<file path="src/rtl/cordic_pkg.sv">
// Shared sizing, phase constants and sequencer state type for the CORDIC phase sequencer.
// Holds no logic, so it adds no latency and has no flow-control behaviour.
package cordic_pkg;
  localparam int PHASE_W   = 32;
  localparam int WIDTH     = 16;
  localparam int LATENCY   = 16;
  localparam int AMPLITUDE = 9949;

  // A quarter turn of the phase wheel.
  localparam logic [PHASE_W-1:0] DEG_90 = {2'b01, {(PHASE_W-2){1'b0}}};

  typedef enum logic [1:0] {
    IDLE,
    RUN,
    DRAIN
  } state_t;
endpackage

</file>
<file path="src/rtl/valid_delay_line.sv">
// Shift register that models the valid bit of the downstream CORDIC pipeline.
// Latency is LATENCY cycles; it always accepts its input, with no backpressure.
module valid_delay_line #(
  parameter int LATENCY = cordic_pkg::LATENCY
) (
  input  logic clock,
  input  logic reset_n,
  input  logic in,
  output logic out
);
  logic [LATENCY-1:0] sr;

  generate
    if (LATENCY == 1) begin : g_one
      always_ff @(posedge clock or negedge reset_n) begin
        if (!reset_n) sr <= '0;
        else          sr <= in;
      end
    end else begin : g_many
      always_ff @(posedge clock or negedge reset_n) begin
        if (!reset_n) sr <= '0;
        else          sr <= {sr[LATENCY-2:0], in};
      end
    end
  endgenerate

  assign out = sr[LATENCY-1];
endmodule

</file>
<file path="src/rtl/cordic_phase_seq.sv">
// Burst phase-ramp generator that feeds angle and start vectors into a CORDIC rotator.
// Samples are launched the cycle after start; results are tracked LATENCY cycles later; there is no backpressure.
module cordic_phase_seq #(
  parameter int WIDTH     = cordic_pkg::WIDTH,
  parameter int PHASE_W   = cordic_pkg::PHASE_W,
  parameter int LATENCY   = cordic_pkg::LATENCY,
  parameter int AMPLITUDE = cordic_pkg::AMPLITUDE
) (
  input  logic                      clock,
  input  logic                      reset_n,
  input  logic                      start,
  input  logic                      stop,
  input  logic [PHASE_W-1:0]        ftw,
  input  logic [PHASE_W-1:0]        phase_offset,
  input  logic [15:0]               num_samples,
  output logic signed [PHASE_W-1:0] angle,
  output logic signed [WIDTH-1:0]   x_start,
  output logic signed [WIDTH-1:0]   y_start,
  output logic                      sample_valid,
  output logic                      result_valid,
  output logic                      busy,
  output logic                      done
);
  import cordic_pkg::*;

  localparam int DW = $clog2(LATENCY + 1);

  state_t             state;
  logic [PHASE_W-1:0] ftw_r;
  logic [PHASE_W-1:0] acc;
  logic [15:0]        num_r;
  logic [15:0]        cnt;
  logic [DW-1:0]      drain_cnt;
  logic               run_end;

  // A zero burst length means the ramp only ends on stop.
  assign run_end = stop || ((num_r != 16'd0) && (cnt == num_r));

  always_ff @(posedge clock or negedge reset_n) begin
    if (!reset_n) begin
      state        <= IDLE;
      ftw_r        <= '0;
      acc          <= '0;
      num_r        <= '0;
      cnt          <= '0;
      drain_cnt    <= '0;
      angle        <= '0;
      x_start      <= '0;
      y_start      <= '0;
      sample_valid <= 1'b0;
      busy         <= 1'b0;
      done         <= 1'b0;
    end else begin
      done <= 1'b0;
      case (state)
        IDLE: begin
          if (start && !stop) begin
            ftw_r        <= ftw;
            num_r        <= num_samples;
            // acc always holds the phase of the next sample to issue.
            acc          <= phase_offset + ftw;
            cnt          <= 16'd1;
            angle        <= phase_offset;
            x_start      <= WIDTH'(AMPLITUDE);
            y_start      <= '0;
            sample_valid <= 1'b1;
            busy         <= 1'b1;
            state        <= RUN;
          end
        end
        RUN: begin
          if (run_end) begin
            angle        <= '0;
            x_start      <= '0;
            y_start      <= '0;
            sample_valid <= 1'b0;
            drain_cnt    <= DW'(LATENCY - 1);
            state        <= DRAIN;
          end else begin
            angle <= acc;
            acc   <= acc + ftw_r;
            cnt   <= cnt + 16'd1;
          end
        end
        DRAIN: begin
          // done is raised once the final result has left the pipeline; busy holds through that pulse.
          if (done) begin
            busy  <= 1'b0;
            state <= IDLE;
          end else if (drain_cnt == '0) begin
            done <= 1'b1;
          end else begin
            drain_cnt <= drain_cnt - DW'(1);
          end
        end
        default: state <= IDLE;
      endcase
    end
  end

  valid_delay_line #(
    .LATENCY (LATENCY)
  ) u_valid_delay_line (
    .clock   (clock),
    .reset_n (reset_n),
    .in      (sample_valid),
    .out     (result_valid)
  );
endmodule

</file>
<file path="config.mk">
export PLATFORM = sky130hd
export DESIGN_NAME = cordic_phase_seq
export DESIGN_NICKNAME = d
export VERILOG_FILES = /design/src/rtl/cordic_pkg.sv /design/src/rtl/valid_delay_line.sv /design/src/rtl/cordic_phase_seq.sv
export SDC_FILE = /design/constraint.sdc
export NUM_CORES = 1
export LEC_CHECK = 0
export ABC_AREA = 1
export BUFFER_PORTS_ARGS = -buffer_cell sky130_fd_sc_hd__buf_4
export CAP_MARGIN = 40
export CORE_UTILIZATION = 40
export DETAILED_ROUTE_END_ITERATION = 16
export GPL_TIMING_DRIVEN = 0
export HOLD_SLACK_MARGIN = 0.05
export PLACE_DENSITY = 0.69
export SYNTH_ARGS = -nofsm -noshare
export SYNTH_HDL_FRONTEND = slang
export SYNTH_SLANG_ARGS = --single-unit
</file>
<file path="constraint.sdc">
create_clock -name clock -period 2.4 [get_ports clock]
set_clock_uncertainty 0.05 [all_clocks]
set_input_delay 0.24 -clock clock [delete_from_list [all_inputs] [get_ports clock]]
set_output_delay 0.24 -clock clock [all_outputs]
set_load 0.1 [all_outputs]
</file>
== Word-level counts from Yosys, hierarchy flattened ==
Cells that the tools add are included.

* Mux-type cells: 30
* Add/subtract/negate cells: 4
* Equality and inequality tests: 9
* Reductions and logical operators: 17

{| class="wikitable"
|+ Operator list
! cell !! count
|-
| 32-bit 2-to-1 mux || 4
|-
| 32-bit case mux with 2 select lines || 2
|-
| 16-bit case mux with 2 select lines || 3
|-
| 16-bit 2-to-1 mux || 5
|-
| 32-bit adder || 2
|-
| 16-bit by 1-bit adder with 16-bit output (second input constant) || 1
|-
| 16-bit == test || 1
|-
| 16-bit nonzero test || 1
|-
| 5-bit 2-to-1 mux || 3
|-
| 2-bit inequality test (second input constant) || 6
|-
| 3-bit AND reduction || 4
|-
| 5-bit case mux with 2 select lines || 1
|-
| 1-bit 2-to-1 mux || 6
|-
| 2-bit 2-to-1 mux || 3
|-
| 2-bit case mux with 3 select lines || 1
|-
| 2-bit nonzero test || 3
|-
| 5-bit logical NOT || 1
|-
| 5-bit by 1-bit subtractor with 5-bit output (second input constant) || 1
|-
| 1-bit case mux with 2 select lines || 2
|-
| 2-bit AND reduction || 2
|-
| 4-bit AND reduction || 1
|-
| 2-bit by 1-bit == test with 1-bit output (second input constant) || 1
|-
| 2-bit == test (second input constant) || 1
|-
| 1-bit logical AND || 2
|-
| other kinds (3) || 3
|}

* Output and inout bits: 68
* Word-level logic and storage cells: 73
* Input bits: 84
* Bits in registers: 186

== Logic depth before layout (Yosys ltp) ==
* Depth after elaboration: 5
* Depth in mapped cells: 15
* Gate-level depth less buffers: 15

== Hierarchy ==
A second synthesis with hierarchy kept.

* Cell total of the unflattened synthesis: 1,876
* Area, all modules: 11,881.4 sq um

{| class="wikitable"
|+ Modules (own cells, without submodules)
! module !! cells an instance !! seq. area each (sq um) !! area each (sq um) !! times used
|-
| cordic_phase_seq || 1,860 || 3,453.3 || 11,481.0 || 1
|-
| valid_delay_line || 16 || 400.4 || 400.4 || 1
|}

== Least setup slack after synthesis ==
OpenSTA, ideal clock, no wires.

* Path type: register to register
* Start point: register ftw_r[0]
* End point: register acc[30]
* Clock period less this slack: 1,977 ps
* Setup slack: 423 ps
* Path buffers: 0
* Setup time: 117 ps
* Data required time: 2,233 ps
* Arrival: 1,810 ps
* Stages on the path, launching flop included: 15
* Cell sequence: dfrtp_1 -> ha_1 -> fa_1 -> nand3_1 -> nand3_1 -> nand2_1 -> nand2_1 -> nand2_1 -> nand2_1 -> nand2_1 -> nand3_1 -> nand3_1 -> nand2_1 -> nand2_1 -> nand2_1

* Cells in the longest elaborated chain, start to end: 3

{| class="wikitable"
|+ RTL lines
! item !! line !! text
|-
| from (decl) || cordic_phase_seq.sv:29 || <nowiki>logic [PHASE_W-1:0] ftw_r;</nowiki>
|-
| from (signal assigned) || cordic_phase_seq.sv:58 || <nowiki>ftw_r <= ftw;</nowiki>
|-
| 32-bit adder || cordic_phase_seq.sv:81 || <nowiki>acc <= acc + ftw_r;</nowiki>
|-
| 32-bit 2-to-1 mux || cordic_phase_seq.sv:72 || <nowiki>if (run_end) begin</nowiki>
|-
| 32-bit case mux with 2 select lines || cordic_phase_seq.sv:55 || <nowiki>case (state)</nowiki>
|-
| to (signal assigned) || cordic_phase_seq.sv:61 || <nowiki>acc <= phase_offset + ftw;</nowiki>
|-
| to (signal assigned) || cordic_phase_seq.sv:81 ||
|-
| to (decl) || cordic_phase_seq.sv:30 || <nowiki>logic [PHASE_W-1:0] acc;</nowiki>
|}

Every way passes these cells. The select of a mux whose other input is x is not followed.
A chain may end at the register's enable or synchronous reset.

== Worst setup path in the final report ==
* Start point: input ftw[6]
* End point: register acc[24]

* Cells in the longest elaborated chain, start to end: 3

{| class="wikitable"
|+ RTL lines
! item !! line !! text
|-
| from (decl) || cordic_phase_seq.sv:13 || <nowiki>input logic [PHASE_W-1:0] ftw,</nowiki>
|-
| 32-bit adder || cordic_phase_seq.sv:61 ||
|-
| 32-bit 2-to-1 mux || cordic_phase_seq.sv:57 || <nowiki>if (start && !stop) begin</nowiki>
|-
| 32-bit case mux with 2 select lines || cordic_phase_seq.sv:55 ||
|}

Every way passes these cells. The select of a mux whose other input is x is not followed.

==> metrics.md <==
| Metric | Value |
|---|---|
| Outcome | `completed` |
| Number of diodes | `0` |
| CP max stage delay | `0.54 ns` |
| Cell family with most CP delay | `simple AND/OR/NAND/NOR gates` |
| Worst path bufs/invs | `2` |
| DR WL/cell | `15.7 µm` |
| Final Setup Violations | `0` |
| Post-synth EDFFs | `0` |
| Syn-to-layout area delta | `23.8%` |
| Clock buffer depth | `2` |
| Via density per instance | `4.88` |
| Slew @ Worst Pin | `0.873 ns` |
| Htree depth | `4` |
| Synth Area in Simple Gates | `37.5%` |
| Peak VDD IR | `1.47 mV` |
| Clock sinks | `154` |
| Ys async rst share | `100%` |
| DRC | `0` |
| GPL Wtd Cong | `0.957` |
| CTS Buf Count | `17` |
| Mux cell area share after synthesis | `0%` |
| Largest family of logic cells by synthesized area | `simple AND/OR/NAND/NOR gates` |
| Die height | `173 µm` |
| Final WL | `38800 µm` |
| Initial antenna violation count | `0` |
| Worst skew pair latency | `0.44 ns` |
| Clock root cell | `clkbuf_16` |
| Synth Cell Area | `11700 µm²` |
| Synthesized area per cell | `6.31 µm²` |
| CTS tree | `built` |
| NumNets Final | `2226` |
| Commonest non-fill, non-tap cell in the layout | `nand2_1` |
| Most frequent cells in the layout | `nand2_1 (804), inv_1 (242), buf_4 (167)` |
| Cell Rows | `62` |
| DP HPWL | `30500 µm` |
| Fin worst setup slack | `0.141 ns` |
| Final core occ | `50.5%` |
| Vias in the first global route | `11543` |
| CP max FO | `5` |
| Syn Inst Count | `1853` |
| GRT Total Usage | `26.3%` |
| Synth Area in Compound Gates | `7.27%` |
| Share of post-route cells with drive strength above 1 | `12.6%` |
| Max Clk Rate | `443 MHz` |
| WP data required | `2.68 ns` |
| Maximum number of pins on one net before global-route repair | `88` |
| Core area | `28700 µm²` |
| DRT iter0 DRCs | `908` |
| First-pass GRT wire length | `61200 µm` |
| RSZ-0062 raised after global routing | `yes` |
| Die width | `173 µm` |
| CP most frequent cell | `nand2_1` |
| XOR/XNOR Fraction of Synth Area | `3.07%` |
| LEAKAGE | `0.00813 µW` |
| Starting Density | `40.8%` |
| Post-placement worst setup slack | `-0.266 ns` |
| Slowest cell on crit path | `dlygate4sd3_1` |
| Fill cells | `2958` |
| Cell variety after synth | `35` |
| Hold crit path type | `input port to flop` |
| Adder-cell share of the synthesized area | `7.29%` |
| Primary FF master, synth | `dfrtp_1` |
| Final Cycle Share | `94.1%` |
| Routed Antenna Nets | `0` |
| Synth Warn # | `0` |
| PortBufs | `128` |
| Final Hold Viols | `0` |
| Crit. End Element | `flop` |
| Drt first pass iters | `5` |
| Die area | `29900 µm²` |
| Cell Chain, Critical Path | `dlygate4sd3_1, buf_4, ha_1, nand2_1, nor2_1, nand2_1, nand3_1, nand2_1, nand3_1, nand2_1, nand3_1, nand2_1, nand2_1, nand2_1` |
| Grt ovf | `0` |
| Synthesized flop and latch total | `154` |
| Num ports | `152` |
| Critical Path Start Type | `input port` |
| Worst-path clk slew | `0.07 ns` |
| Register area share after synthesis | `32.9%` |
| Arr. time, crit path | `2.54 ns` |
| Max-Cap Viols | `0` |
| Power Density | `1300 nW/µm²` |
| Final Critical Period | `2.26 ns` |
| Slew HR | `41.8%` |
| Fin. max-slew vios | `0` |
| Vias | `12054` |
| Crit Path Class | `input port to flop` |
## per-layer routing
layer | vias up | global-route usage, % | share of wire [%]
met5 | - | 0 | 0
met4 | 0 | 8.26 | 2.4
met3 | 47 | 4.20 | 5.5
met2 | 348 | 43.9 | 47
met1 | 5552 | 34.8 | 45
li1 | 6107 | - | -
## power breakdown
part | leakage (µW) | internal [µW] | switching [µW]
Combinational | 0.00595 | 3240 | 8160
Clock | 0.000289 | 1410 | 1370
Sequential | 0.00189 | 3740 | 902
## registers in the layout, indices dropped and copies added (netlist names)
register,cells
angle,32
cnt,16
ftw_r,32
u_valid_delay_line.sr,16
state,2
drain_cnt,5
done,1
x_start,1
acc,32
busy,1
num_r,16
## stage by stage
step / instances / instance area [µm²] / hold WS [ns] / TNS, ns / total power (µW)
floorplan: 1875 / 11800 / -0.106 / 0 / 12800
global placement: 2387 / 13200 / 0.287 / -3.78 / 15600
detailed placement: 2388 / 13300 / 0.184 / -3.10 / 15800
CTS: 2469 / 14400 / 0.0669 / 0 / 18700
global route: 2472 / 14500 / 0.0887 / -0.0720 / 20100
finish: 2472 / 14500 / 0.0800 / 0 / 18800
## cell type report
class / instances / area [µm²] / share of cell area, %
inverters: 245 / 920 / 6.35
flip-flops and latches: 154 / 3850 / 26.6
clock buffers: 17 / 425 / 2.94
plain buffers: 76 / 469 / 3.24
repair buffers: 181 / 1510 / 10.4
well taps: 384 / 480 / 3.32
clock inverters: 15 / 173 / 1.19
multi-input cells: 1400 / 6660 / 45.9
## cells by family (layout without fill, tap and decap cells)
family | Yosys count | after routing
xor gates and xnor gates | 41 | 41
DFF | 154 | 154
adders and majority gates | 67 | 67
other | 1 | 23
buffers and inverters | 321 | 534
and+or+nand+nor | 1103 | 1103
AOI/OAI and AO/OA | 166 | 166
## final timing paths
| check | from | end | slack, ns | cells after the start |
|---|---|---|---|---|
| min reg2reg | u_valid_delay_line.sr[11] | u_valid_delay_line.sr[12] | 0.30 | 0 |
| max reg2reg | ftw_r[0] | acc[30] | 0.15 | 14 |
| min in group asynchronous | reset_n | num_r[5] | 0.27 | 2 |
| min | phase_offset[16] | angle[16] | 0.08 | 3 |
| max | ftw[6] | acc[24] | 0.14 | 14 |
| max in group asynchronous | reset_n | angle[17] | 1.21 | 3 |
## worst min-delay path, cell delays in order
cell,delay [ns]
buf_4,0.09
o21ai_0,0.07
a21oi_1,0.13
## synthesized netlist by cell type, types with 2 or more instances
library cell	instances	area share [%]
nand2_1	815	26
inv_1	242	7.8
dfrtp_1	154	33
nor2_1	150	4.8
nand3_1	90	3.8
a21oi_1	89	3.8
ha_1	65	7.0
o21ai_0	63	2.7
buf_4	37	2.4
xnor2_1	23	1.7
clkbuf_1	18	0.58
xor2_1	18	1.3
buf_2	15	0.64
nand4_1	13	0.70
nor3_1	12	0.51
nand3b_1	7	0.45
o21ai_1	6	0.26
o21bai_1	5	0.32
nor4_1	4	0.21
and3_1	3	0.16
buf_6	3	0.29
inv_2	3	0.096
or2_2	3	0.16
buf_1	2	0.064
fa_1	2	0.34
nor3b_1	2	0.13
## timing repair
item	in CTS	in global routing
gates resized for setup	3	34
pin swaps	0	3
endpoints found under the hold margin	115	0
setup buffers	0	3
hold buffers	49	0
endpoints found under the setup margin	35	21
(Power assumes the default switching activity.)
